==> config.mk <==
export PLATFORM = sky130hd
export DESIGN_NAME = ber_window_calc
export DESIGN_NICKNAME = d
export VERILOG_FILES = /design/src/rtl/ber_window_calc.sv
export SDC_FILE = /design/constraint.sdc
export NUM_CORES = 1
export LEC_CHECK = 0
export ABC_AREA = 1
export CAP_MARGIN = 10
export CELL_PAD_IN_SITES_DETAIL_PLACEMENT = 0
export CELL_PAD_IN_SITES_GLOBAL_PLACEMENT = 1
export CORE_MARGIN = 2
export CORE_UTILIZATION = 36
export DETAILED_ROUTE_END_ITERATION = 16
export GPL_ROUTABILITY_DRIVEN = 0
export PLACE_DENSITY_LB_ADDON = 0.1
export SETUP_SLACK_MARGIN = 0.05
export SKIP_CTS_REPAIR_TIMING = 1
export SYNTH_ARGS = -nofsm -noshare
export SYNTH_HDL_FRONTEND = slang
export SYNTH_SLANG_ARGS = --single-unit
==> constraint.sdc <==
create_clock -name clock -period 5.55 [get_ports clock]
set_input_delay 0.555 -clock clock [delete_from_list [all_inputs] [get_ports clock]]
set_output_delay 0.555 -clock clock [all_outputs]
set_load 0.01 [all_outputs]
==> src/rtl/ber_window_calc.sv <==
// Windowed bit-error counter with a restoring divider producing a
// fixed-point BER (errors/bits scaled by 2^FRAC_W) on a valid/ready port.
module ber_window_calc #(
    parameter int CNT_W  = 32,
    parameter int ERR_W  = 16,
    parameter int FRAC_W = 16
) (
    input  logic              clock,
    input  logic              channel_reset,
    input  logic              start,
    input  logic              abort,
    input  logic [CNT_W-1:0]  window_len,
    input  logic              bit_valid,
    input  logic              bit_error,
    input  logic              ber_ready,
    output logic              ber_valid,
    output logic [FRAC_W-1:0] ber_value,
    output logic [ERR_W-1:0]  err_total,
    output logic [CNT_W-1:0]  bits_total,
    output logic              err_sat,
    output logic              busy
);

    localparam int DCW = $clog2(FRAC_W + 2);

    typedef enum logic [1:0] {
        IDLE,
        COUNT,
        DIVIDE,
        HOLD
    } state_t;

    state_t state_q, state_d;

    logic [CNT_W-1:0]  win_len;
    logic [CNT_W:0]    rem;
    logic [FRAC_W-1:0] quo;
    logic [DCW-1:0]    div_cnt;

    logic [CNT_W-1:0]  bits_inc;
    logic              start_ok;
    logic              div_last;
    logic              rem_ge;
    logic [CNT_W:0]    rem_sub;

    assign bits_inc = bits_total + 1'b1;
    assign start_ok = start && (window_len != '0);
    assign div_last = (div_cnt == DCW'(FRAC_W + 1));
    assign rem_ge   = (rem >= {1'b0, bits_total});
    assign rem_sub  = rem_ge ? (rem - {1'b0, bits_total}) : rem;

    assign busy      = (state_q != IDLE);
    assign ber_valid = (state_q == HOLD);

    always_ff @(posedge clock or posedge channel_reset) begin
        if (channel_reset) begin
            state_q <= IDLE;
        end else begin
            state_q <= state_d;
        end
    end

    always_comb begin
        state_d = state_q;
        unique case (state_q)
            IDLE: begin
                if (start_ok) state_d = COUNT;
            end
            COUNT: begin
                if (abort) state_d = IDLE;
                else if (bit_valid && (bits_inc == win_len)) state_d = DIVIDE;
            end
            DIVIDE: begin
                if (abort) state_d = IDLE;
                else if (div_last) state_d = HOLD;
            end
            HOLD: begin
                if (abort || ber_ready) state_d = IDLE;
            end
            default: state_d = IDLE;
        endcase
    end

    always_ff @(posedge clock or posedge channel_reset) begin
        if (channel_reset) begin
            win_len    <= '0;
            err_total  <= '0;
            bits_total <= '0;
            err_sat    <= 1'b0;
            ber_value  <= '0;
            rem        <= '0;
            quo        <= '0;
            div_cnt    <= '0;
        end else begin
            unique case (state_q)
                IDLE: begin
                    if (start_ok) begin
                        win_len    <= window_len;
                        err_total  <= '0;
                        bits_total <= '0;
                        err_sat    <= 1'b0;
                    end
                end
                COUNT: begin
                    div_cnt <= '0;
                    if (!abort && bit_valid) begin
                        bits_total <= bits_inc;
                        if (bit_error) begin
                            if (err_total == '1) err_sat <= 1'b1;
                            else err_total <= err_total + 1'b1;
                        end
                    end
                end
                DIVIDE: begin
                    if (!abort) begin
                        div_cnt <= div_cnt + 1'b1;
                        // First cycle loads the remainder; the rest each resolve one quotient bit
                        if (div_cnt == '0) begin
                            rem <= (CNT_W + 1)'(err_total);
                            quo <= '0;
                        end else begin
                            rem <= rem_sub << 1;
                            quo <= {quo[FRAC_W-2:0], rem_ge};
                            if (div_last) begin
                                ber_value <= quo[FRAC_W-1] ? '1
                                           : {quo[FRAC_W-2:0], rem_ge};
                            end
                        end
                    end
                end
                default: ;
            endcase
        end
    end

endmodule

==> results.yml <==
critical_path:
  required_ns: 5.87
  cp.arrival_ns: 3.67
  end_kind: "flop"
  crit_fanout: 49
  rr_worst_depth: 12
  critPathKind: "reg2reg"
  rrSetupSlack_ns: 2.20
  start_kind: "flop"
cells_and_area:
  diodes: 0
  final_util_pct: 44.28
  syn2layout_area_growth_pct: 20.50
  fill_cells: 2894
  drive_above_1_share_pct: 3.923
  nets: 1670
  final_cells: 1984
clocking:
  htreeDepth: 4
  root_buffer: "clkbuf_16"
  cts.sinks: 153
  clkSlewWorstSetupHoldPaths_ns: 0.07
  cts_tree: "built"
  cts_buffers: 17
  clock_path_buffers: 2
  clock_latency_ns: 0.44
sta:
  maxSlewHeadroom_pct: 22.12
  min_period_ns: 3.350
  holdWs_ns: 0.5084
  slew_violations: 0
  fmax_ghz: 0.2985
  period_share_pct: 60.37
  finalSetupViolations: 0
  tns_ns: 0
  hold_viol_final: 0
  rsz0062_at_grt: "no"
  tightestPinTransition_ns: 1.164
  fin_skew_ns: 0.01692
synthesis:
  synth.most_common_cell: "nand2_1"
  syn_inst: 1495
  ys_types: 37
  ys_ff_latch: 153
  yosysWarnings: 0
  avgSynthCellArea_um2: 6.847
  ys_seq_area_share_pct: 37.40
  async_flop_share_pct: 100.0
  synth_top_area_share_pct: 37.40
  synth_flop_cell: "dfrtp_1"
  synth_common_cells: "463 x nand2_1, 183 x inv_1, 153 x dfrtp_1"
  ys_top_cells_by_area: "dfrtp_1 37%, nand2_1 17%, inv_1 6.7%"
  synth_edf_count: 0
  synth_fp_nets: 1572
  synth.cell_area_mm2: 0.01024
  synth_top_area_cell: "dfrtp_1"
detailed_routing:
  ant_nets: 0
  wl_per_cell_um: 16.88
  drtPass1Iterations: 8
  drt_wl_total_um: 33490
  drc: 0
  vias_per_cell: 5.063
  vias: 10040
  drt_iter0_drc: 674
power_and_ir_drop:
  p_int_mw: 3.488
  power.switching_mw: 3.503
  total_power_mw: 6.991
  power.static_leakage_nw: 5.908
  pwr-share-clk_pct: 18.4
  seqPwrFrac_pct: 22.5
  comb_power_share_pct: 59.1
  swShare_pct: 50.11
  power.density_mw_per_mm2: 566.8
  ir_drop_v: 0.0005820
global_route:
  grt_max_degree: 82
  grt.met2_usage_pct: 37.03
  grt_pass1_wl_um: 54710
  grt_overflow: 0
  antenna_found_initial: 0
  grt_most_used_layer: "met2"
  use_met3_pct: 3.276
  grt_pass1_vias: 10070
  track_usage_pct: 23.01
  met1_usage_pct: 32.55
placement:
  numPortBuffers: 105
  hpwl_um: 25520
  place_inst: 1952
run_status:
  outcome: "complete, no violations"
worst_hold_path:
  hold_path_depth: 2
  hold_path_class: "reg2reg"
floorplan:
  start_util_pct: 36.74
  dieArea_mm2: 0.02980
  die_height_um: 172.6
  ios: 106
  fp-row-count: 61
  core_region_area_mm2: 0.02786
  die_w_um: 172.6
run:
  drv_cap: 0
[power groups by stage]
stage	Clock (mW)	Combinational (mW)	Sequential, mW
floorplan	0	3.12	1.52
global placement	0	4.11	1.59
detailed placement	0	4.10	1.58
CTS	1.32	4.13	1.57
global route	1.36	4.73	1.61
finish	1.29	4.13	1.57
[stage by stage]
stage	setup WS [ns]	instance area [um2]
after detailed placement	1.896	11700
final	2.200	12330
after global routing	1.800	12330
after global placement	1.947	11700
after CTS	2.214	12330
after floorplan	0.8736	10240
[cell families (layout without fill, tap and decap cells)]
family                   count (synthesis)  count (layout)  synth area share [%]
buffers and inverters                  225             336                 8.373
XOR/XNOR                                32              32                 3.007
AO/OA/AOI/OAI                          260             260                 14.56
AND/OR/NAND/NOR                        787             787                 31.94
flip-flops                             153             153                 37.40
adder cells (fa/ha/maj)                 38              38                 4.718
[state kept, by name, summed over array words and instances, names as in the netlist, 2 cells and up]
register    flops
win_len        32
rem            33
err_total      16
bits_total     32
ber_value      16
quo            16
div_cnt         5
state_q         2
[cell usage in the layout, fill, tap and decap left out, types with 18 or more instances in the layout]
cell,count
dfrtp_1,153
nor2_1,147
o21ai_0,101
a21oi_1,61
clkdlybuf4s50_1,105
inv_1,182
nand2_1,463
o22ai_1,45
ha_1,37
nand3_1,109
xor2_1,18
[layer usage]
layer | part of all wire [%] | vias to the layer above
met5 | 0 | -
met4 | 1.7 | 0
met3 | 4.0 | 33
met2 | 45 | 250
met1 | 49 | 4662
li1 | - | 5099
[worst max-delay path, stage by stage, from the launching register on]
cell and delay, ns:
dfrtp_1 0.45, inv_1 0.17, ha_1 0.41, nand2_1 0.13, nor2_1 0.17, nand2_1 0.10, o311ai_2 0.44, nand3_1 0.12
nand2_1 0.33, buf_4 0.47, inv_1 0.19, a21oi_1 0.16, o21ai_0 0.09
[final timing paths]
| path | from | end |
|---|---|---|
| min | ber_value[0] | ber_value[0] |
| min in group asynchronous | channel_reset | err_total[0] |
| max reg2reg | bits_total[11] | rem[31] |
| max in group asynchronous | channel_reset | rem[19] |
| max | bits_total[11] | rem[31] |
| min reg2reg | ber_value[0] | ber_value[0] |
[layout make-up]
class	instances	area, um2	share of cell area [%]
clock buffers	17	425.4	3.449
clock inverters	15	207.7	1.684
inverters	188	710.7	5.762
multi-input cells	1117	5555	45.04
flip-flops and latches	153	3829	31.04
well taps	378	473.0	3.834
repair buffers	116	1134	9.191
Note: power is estimated with default switching activity, not from simulation.
